$ cat config.mk
export PLATFORM = sky130hd
export DESIGN_NAME = mem_port_arbiter
export DESIGN_NICKNAME = d
export VERILOG_FILES = /design/src/rtl/mem_port_arbiter_pkg.sv /design/src/rtl/mem_port_arbiter.sv
export SDC_FILE = /design/constraint.sdc
export NUM_CORES = 1
export LEC_CHECK = 0
export CAP_MARGIN = 5
export CORE_MARGIN = 1
export CORE_UTILIZATION = 35
export CTS_CLUSTER_SIZE = 8
export DETAILED_ROUTE_END_ITERATION = 7
export GPL_TIMING_DRIVEN = 1
export PLACE_DENSITY = 0.84
export SETUP_SLACK_MARGIN = 0.4
export SLEW_MARGIN = 0
export SYNTH_ARGS = -nofsm -noshare
export SYNTH_HDL_FRONTEND = slang
export SYNTH_SLANG_ARGS = --single-unit
export TNS_END_PERCENT = 20
$ cat constraint.sdc
create_clock -name clk -period 2 [get_ports clk]
set_input_delay 0.3 -clock clk [delete_from_list [all_inputs] [get_ports clk]]
set_output_delay 0.3 -clock clk [all_outputs]
set_load 0.02 [all_outputs]
$ cat src/rtl/mem_port_arbiter_pkg.sv
// -----------------------------------------------------------------------------
// mem_port_arbiter_pkg
//
// Shared core definitions for the memory-port arbiter.
//   - STARVE_LIMIT_DEFAULT : default cap on consecutive load/store grants while
//                            an instruction fetch is waiting.
//   - arb_state_t          : arbiter FSM state (also exported on the debug port).
//   - owner_t              : which requester owns the current/locked request.
//   - mem_cmd_t            : the control/data fields presented on the memory port.
// -----------------------------------------------------------------------------
package mem_port_arbiter_pkg;

    localparam int STARVE_LIMIT_DEFAULT = 4;

    typedef enum logic [1:0] {
        IDLE    = 2'd0,
        WAIT_IF = 2'd1,
        WAIT_LS = 2'd2
    } arb_state_t;

    typedef enum logic {
        OWN_IF = 1'b0,
        OWN_LS = 1'b1
    } owner_t;

    typedef struct packed {
        logic        we;
        logic [3:0]  be;
        logic [31:0] addr;
        logic [31:0] wdata;
    } mem_cmd_t;

    // A fetch is always a full-word read: no write enable, no byte enables,
    // no write data.
    function automatic mem_cmd_t fetch_cmd(input logic [31:0] addr);
        mem_cmd_t c;
        c.we    = 1'b0;
        c.be    = 4'b0000;
        c.addr  = addr;
        c.wdata = 32'h0;
        return c;
    endfunction

endpackage

$ cat src/rtl/mem_port_arbiter.sv
// -----------------------------------------------------------------------------
// mem_port_arbiter
//
// Shares one memory port between an instruction-fetch requester (if_*) and a
// load/store requester (ls_*). At most one memory transaction is outstanding.
// Load/store is favoured, but after STARVE_LIMIT consecutive load/store grants
// taken while fetch was waiting, a pending fetch wins the next arbitration.
//
// Handshake: a request is presented on mem_req with its fields; it is accepted
// in the cycle where mem_req && mem_gnt are both high, and the owner's *_gnt
// pulses in that same cycle. While mem_req is high without mem_gnt the choice
// of owner and the presented fields are frozen. The response is the single
// cycle in which mem_rvalid is high while waiting; it is passed straight
// through to the owner's *_rvalid/*_rdata in that cycle.
//
// Ports
//   clk, rst_n                 : clock, synchronous active-low reset
//   if_req/if_addr             : fetch request (word address)
//   if_gnt/if_rvalid/if_rdata  : fetch accept, fetch data
//   ls_req/ls_we/ls_be/
//   ls_addr/ls_wdata           : load/store request
//   ls_gnt/ls_rvalid/ls_rdata  : load/store accept, load data or store ack
//   mem_req/mem_we/mem_be/
//   mem_addr/mem_wdata         : request to the memory port
//   mem_gnt/mem_rvalid/
//   mem_rdata                  : memory port accept and response
//   proto_err                  : sticky, response seen with nothing outstanding
//   dbg_state                  : current FSM state, for observation only
// -----------------------------------------------------------------------------
module mem_port_arbiter
    import mem_port_arbiter_pkg::*;
#(
    parameter int STARVE_LIMIT = STARVE_LIMIT_DEFAULT
) (
    input  logic        clk,
    input  logic        rst_n,

    input  logic        if_req,
    input  logic [31:0] if_addr,
    output logic        if_gnt,
    output logic        if_rvalid,
    output logic [31:0] if_rdata,

    input  logic        ls_req,
    input  logic        ls_we,
    input  logic [3:0]  ls_be,
    input  logic [31:0] ls_addr,
    input  logic [31:0] ls_wdata,
    output logic        ls_gnt,
    output logic        ls_rvalid,
    output logic [31:0] ls_rdata,

    output logic        mem_req,
    output logic        mem_we,
    output logic [3:0]  mem_be,
    output logic [31:0] mem_addr,
    output logic [31:0] mem_wdata,
    input  logic        mem_gnt,
    input  logic        mem_rvalid,
    input  logic [31:0] mem_rdata,

    output logic        proto_err,
    output arb_state_t  dbg_state
);

    localparam int CNT_W = $clog2(STARVE_LIMIT + 1);
    localparam logic [CNT_W-1:0] CNT_MAX = CNT_W'(STARVE_LIMIT);
    localparam logic [CNT_W-1:0] CNT_ONE = CNT_W'(1);

    // ------------------------------------------------------------------
    // State
    // ------------------------------------------------------------------
    arb_state_t       r_state;
    logic             r_lock;         // a request is on the port, not yet granted
    owner_t           r_lock_owner;
    mem_cmd_t         r_lock_cmd;     // fields frozen while locked
    logic [CNT_W-1:0] r_starve_cnt;
    logic             r_proto_err;

    // ------------------------------------------------------------------
    // Arbitration (only meaningful in IDLE)
    // ------------------------------------------------------------------
    mem_cmd_t w_if_cmd;
    mem_cmd_t w_ls_cmd;
    mem_cmd_t w_cmd;
    owner_t   w_owner;
    logic     w_req;
    logic     w_accept;
    logic     w_if_wins;

    assign w_if_cmd = fetch_cmd(if_addr);
    assign w_ls_cmd = '{we: ls_we, be: ls_be, addr: ls_addr, wdata: ls_wdata};

    // Fetch overrides the load/store preference only once it has been
    // passed over STARVE_LIMIT times in a row.
    assign w_if_wins = if_req && (r_starve_cnt == CNT_MAX);

    always_comb begin
        w_owner = OWN_IF;
        w_req   = 1'b0;
        w_cmd   = '0;
        if (r_state == IDLE) begin
            if (r_lock) begin
                // Locked: the owner keeps the port for as long as it keeps
                // requesting; if it drops out, nothing is presented this
                // cycle and the lock clears so a fresh choice is made next.
                w_owner = r_lock_owner;
                w_req   = (r_lock_owner == OWN_LS) ? ls_req : if_req;
                w_cmd   = w_req ? r_lock_cmd : '0;
            end else if (ls_req && !w_if_wins) begin
                w_owner = OWN_LS;
                w_req   = 1'b1;
                w_cmd   = w_ls_cmd;
            end else if (if_req) begin
                w_owner = OWN_IF;
                w_req   = 1'b1;
                w_cmd   = w_if_cmd;
            end
        end
    end

    assign w_accept = w_req && mem_gnt;

    // ------------------------------------------------------------------
    // Outputs. Everything is gated by rst_n so the block reads all-zero
    // while reset is held, including before the first reset edge.
    // ------------------------------------------------------------------
    logic w_if_rv;
    logic w_ls_rv;

    assign w_if_rv = rst_n && (r_state == WAIT_IF) && mem_rvalid;
    assign w_ls_rv = rst_n && (r_state == WAIT_LS) && mem_rvalid;

    assign mem_req   = rst_n && w_req;
    assign mem_we    = rst_n && w_cmd.we;
    assign mem_be    = rst_n ? w_cmd.be    : 4'b0000;
    assign mem_addr  = rst_n ? w_cmd.addr  : 32'h0;
    assign mem_wdata = rst_n ? w_cmd.wdata : 32'h0;

    assign if_gnt    = rst_n && w_accept && (w_owner == OWN_IF);
    assign ls_gnt    = rst_n && w_accept && (w_owner == OWN_LS);

    assign if_rvalid = w_if_rv;
    assign if_rdata  = w_if_rv ? mem_rdata : 32'h0;
    assign ls_rvalid = w_ls_rv;
    assign ls_rdata  = w_ls_rv ? mem_rdata : 32'h0;

    assign proto_err = rst_n && r_proto_err;
    assign dbg_state = rst_n ? r_state : IDLE;

    // ------------------------------------------------------------------
    // FSM, lock, starvation counter, protocol error
    // ------------------------------------------------------------------
    always_ff @(posedge clk) begin
        if (!rst_n) begin
            r_state      <= IDLE;
            r_lock       <= 1'b0;
            r_lock_owner <= OWN_IF;
            r_lock_cmd   <= '0;
            r_starve_cnt <= '0;
            r_proto_err  <= 1'b0;
        end else begin
            case (r_state)
                IDLE: begin
                    // A response with nothing outstanding is dropped but
                    // remembered.
                    if (mem_rvalid) begin
                        r_proto_err <= 1'b1;
                    end
                    if (w_accept) begin
                        r_lock  <= 1'b0;
                        r_state <= (w_owner == OWN_LS) ? WAIT_LS : WAIT_IF;
                        if (w_owner == OWN_IF) begin
                            r_starve_cnt <= '0;
                        end else if (if_req && (r_starve_cnt != CNT_MAX)) begin
                            r_starve_cnt <= r_starve_cnt + CNT_ONE;
                        end
                    end else if (w_req) begin
                        r_lock       <= 1'b1;
                        r_lock_owner <= w_owner;
                        r_lock_cmd   <= w_cmd;
                    end else begin
                        r_lock <= 1'b0;
                    end
                end
                WAIT_IF, WAIT_LS: begin
                    if (mem_rvalid) begin
                        r_state <= IDLE;
                    end
                end
                default: begin
                    r_state <= IDLE;
                end
            endcase
        end
    end

endmodule

==> summary.md <==
The run finished, with violations left. The final reports fail on negative setup slack. TritonCTS built the clock tree. The tools report the via count of the first global-routing pass as 5,546. The number of maximum-capacitance violations came out at 0. The count of hold-fix buffers inserted at cts came out at 0. The post-route worst setup slack was -0.300 ns; the maximum number of buffers from clock root to sink was 2. The all-layer global routing usage was 25.6%.

The fraction of registers with async set/reset is 0%, and the top-area cell type share of the netlist area is 31.8%. The number of flops mapped to enable cells by yosys was 0; the detail-routed net length per standard cell was 19.1 um. The proportion of layout cells with a drive suffix above 1 works out to 49.3%. The tools report the startpoint kind of the worst setup timing path as a flop. The number of buffers inserted by port buffering works out to 279. Of all nets on the critical path, the largest fanout is 8. In this run, placement finished with an instance count of 1,080.

The most common cell in the synthesized netlist is sky130_fd_sc_hd__dfxtp_1. Cell taking the most area after synthesis: sky130_fd_sc_hd__dfxtp_1. Global-route wire length before repair: 29.4 mm. Entering global routing, the biggest net connects 39 pins. From left edge to right edge, the die measures 120 um. The synthesized netlist contains 36 unique library cells.

Data on the critical path is required at its endpoint by 1.70 ns. The first routing iteration left 382 violations. The logs give 71.7% for the normalized max-slew margin and 0 for the total global routing overflow. Routability-driven placement finished with a final weighted congestion of 0.816. The clock buffer count from CTS is 9, and the post-synthesis average cell area is 7.84 sq um. The finished cells cover 0.0103 sq mm. The clock transition at the registers of the reported paths was 0.06 ns. The die area is 0.0143 sq mm.

In the synthesized netlist the dominant register cell turns out to be sky130_fd_sc_hd__dfxtp_1. The static leakage power came out at 4.01 nW. The final-layout fill cell count was 894; the maximum operating frequency was 0.435 GHz. After synthesis, the most frequently instantiated cells are sky130_fd_sc_hd__dfxtp_1 (77), sky130_fd_sc_hd__nor2_1 (73), sky130_fd_sc_hd__a22oi_1 (68), sky130_fd_sc_hd__and2_1 (68), sky130_fd_sc_hd__nand3b_1 (63). The run gives 0 as the total count of max-transition violations in the final report. STA classifies the critical path endpoint as a primary output. For this configuration, the core starts out at a cell density of 36.2%. The tools report the worst-case vdd ir drop as 0.000405 V. The class of the worst hold path was input port to flop.

Yosys attributes the largest share of cell area to sky130_fd_sc_hd__dfxtp_1 (32%), sky130_fd_sc_hd__a22oi_1 (11%), sky130_fd_sc_hd__nand3b_1 (9.7%). The cell area that synthesis handed to floorplanning was 0.00485 sq mm. The type of the setup path with the least slack is flop to primary output. For the final hold violation count, the log shows 0.

The final setup violation count came out at 69. 280 I/O pins were placed. The die is 120 um tall. Final hold analysis gives a worst-case slack of 0.453 ns. The share of the clock period used by the worst path after layout came out at 115%. Subtracting the final worst setup slack from the clock period gives 2.30 ns.

The transition at the pin with the smallest max-transition slack was 0.425 ns. Setup repair after global routing could not meet its margin everywhere. The number of nets handed over by synthesis was 763. Data on the critical path arrives at its endpoint at 2.00 ns. In the routed layout, each cell is associated on average with a via count of 5.45.

For the largest clock skew in the final design, the log shows 0.00517 ns. In this run the clock root is driven by a sky130_fd_sc_hd__clkbuf_16. CTS saw 77 sinks.

The detail route stage leaves a number of antenna-violating nets equal to 0. The initial antenna violation count was 1; the total via count after detailed routing was 6,168. The logs give 12.6 mm for the HPWL reported at the end of detailed placement and 0.00846 sq mm for the area after detailed placement.

For this run, the register share of the synthesized area comes to 31.8%. The pre-antenna-repair detailed-routing pass consisted of 5 iterations. The H-tree was split into 3 levels.

The core region is 0.0134 sq mm. The total power was 5.77 mW. The routed wire length came out at 21.6 mm.

The Yosys step of the flow raised 0 warnings. For this run, design rule violations remaining after detail routing come to 0. The relative area change from synthesis to final layout is 112%, and the final standard cell count with taps included and fillers excluded is 1,132. The run gives 619 as the synthesized netlist cell count.

Dividing total power by cell area gives a power density of 562 mW/mm^2. For the clock latency on the worst-skew pair, the log shows 0.33 ns. At the end of the flow, the number of nets in the layout was 1,094.

The flip-flop and latch count after synthesis was 77. The row count was 42.
## path summary, 6_finish.rpt
path / from / to / slack, ns / cells past startpoint
setup / recovery: r_starve_cnt[1] / mem_addr[4] / -0.30 / 11
hold / removal: rst_n / r_state[0] / 0.45 / 3
setup reg to reg: r_starve_cnt[1] / r_lock_cmd[20] / 0.06 / 9
hold reg to reg: r_lock_cmd[7] / r_lock_cmd[7] / 0.48 / 1
## layer usage
| metal | up-vias | GRT usage [%] | share of wire (%) |
|---|---|---|---|
| li1 | 2891 | - | - |
| met1 | 3005 | 33.7 | 44 |
| met2 | 243 | 42.8 | 50 |
| met3 | 29 | 4.33 | 5.4 |
| met4 | 0 | 7.27 | 1.4 |
| met5 | - | 0 | 0 |
## layout by cell type (no fill, tap or decap), types with 4 or more instances in the layout
cell                              instances
sky130_fd_sc_hd__and2_4                  27
sky130_fd_sc_hd__nor2_4                   4
sky130_fd_sc_hd__dfxtp_1                 71
sky130_fd_sc_hd__ha_4                     4
sky130_fd_sc_hd__buf_16                   4
sky130_fd_sc_hd__clkdlybuf4s50_1        135
sky130_fd_sc_hd__buf_6                  107
sky130_fd_sc_hd__nand3_1                  5
sky130_fd_sc_hd__o22ai_1                  6
sky130_fd_sc_hd__a22oi_2                 57
sky130_fd_sc_hd__a21oi_2                 27
sky130_fd_sc_hd__buf_8                    5
sky130_fd_sc_hd__buf_12                  20
sky130_fd_sc_hd__buf_2                    6
sky130_fd_sc_hd__nor2_1                  42
sky130_fd_sc_hd__dfxtp_2                  5
sky130_fd_sc_hd__nand3b_1                63
sky130_fd_sc_hd__nor2b_1                 35
sky130_fd_sc_hd__nor2_2                  28
sky130_fd_sc_hd__and2_1                  41
sky130_fd_sc_hd__o22ai_4                 17
sky130_fd_sc_hd__inv_2                    4
sky130_fd_sc_hd__a22oi_1                 11
sky130_fd_sc_hd__clkbuf_16               15
sky130_fd_sc_hd__nand2_1                 10
sky130_fd_sc_hd__a22o_1                  37
sky130_fd_sc_hd__o22ai_2                 10
sky130_fd_sc_hd__buf_4                  101
sky130_fd_sc_hd__a21oi_1                  9
## final cells by class
| type | instances | area [sq um] | share of cell area [%] |
|---|---|---|---|
| Timing Repair Buffer | 389 | 4120 | 40.2 |
| Multi-Input combinational cell | 467 | 3990 | 38.9 |
| Sequential cell | 77 | 1550 | 15.1 |
| Clock buffer | 10 | 239 | 2.33 |
| Tap cell | 176 | 220 | 2.15 |
| Clock inverter | 6 | 110 | 1.07 |
| Inverter | 6 | 22.5 | 0.219 |
| Antenna cell | 1 | 2.50 | 0.0244 |
## timing repair
item                       CTS  global route
setup endpoints to repair  217           216
resized for setup          576           424
pin swaps                   17            96
cloned                       4             8
setup buffers               16             7
## worst max-delay path, cell delays in order (launching register included)
cell and delay (ns):
sky130_fd_sc_hd__dfxtp_2 0.33, sky130_fd_sc_hd__inv_2 0.05, sky130_fd_sc_hd__ha_4 0.15, sky130_fd_sc_hd__buf_6 0.11, sky130_fd_sc_hd__a21boi_4 0.18, sky130_fd_sc_hd__buf_6 0.15
sky130_fd_sc_hd__buf_12 0.12, sky130_fd_sc_hd__buf_16 0.14, sky130_fd_sc_hd__o22ai_2 0.10, sky130_fd_sc_hd__a21oi_1 0.13, sky130_fd_sc_hd__nor2_1 0.06, sky130_fd_sc_hd__buf_4 0.15
## stage by stage
| stage | util [%] | TNS, ns | setup WS [ns] |
|---|---|---|---|
| 4_1_cts | 68.2 | -15.60 | -0.287 |
| 3_5_place_dp | 63.1 | -99.10 | -0.785 |
| 2_1_floorplan | - | 0 | 0.158 |
| 6_report | 76.6 | -12.13 | -0.300 |
| 3_3_place_gp | 63.1 | -90.16 | -0.731 |
| 5_1_grt | 76.6 | -17.33 | -0.399 |
## where the power goes
part / switching [mW] / internal [mW] / total, mW
clock: 0.645 / 1.25 / 1.90
sequential: 0.0691 / 1.62 / 1.69
combinational: 1.03 / 1.15 / 2.18
## kinds of logic (layout without fill, tap and decap cells)
| group | count (synthesis) | count (layout) | synth area share, % |
|---|---|---|---|
| other | 0 | 1 | 0 |
| multiplexers | 2 | 2 | 0.490 |
| AO/OA/AOI/OAI | 189 | 189 | 27.6 |
| flip-flops | 77 | 77 | 31.8 |
| AND/OR/NAND/NOR | 271 | 271 | 32.1 |
| buffers and inverters | 75 | 411 | 6.73 |
| adder cells (fa/ha/maj) | 5 | 5 | 1.29 |
## state kept, by name (all words and copies together) (netlist names)
register,cells
r_proto_err,1
r_starve_cnt,3
r_lock,1
r_lock_owner,1
r_state,2
r_lock_cmd,69
No activity file was read; power rests on OpenSTA's default activity.
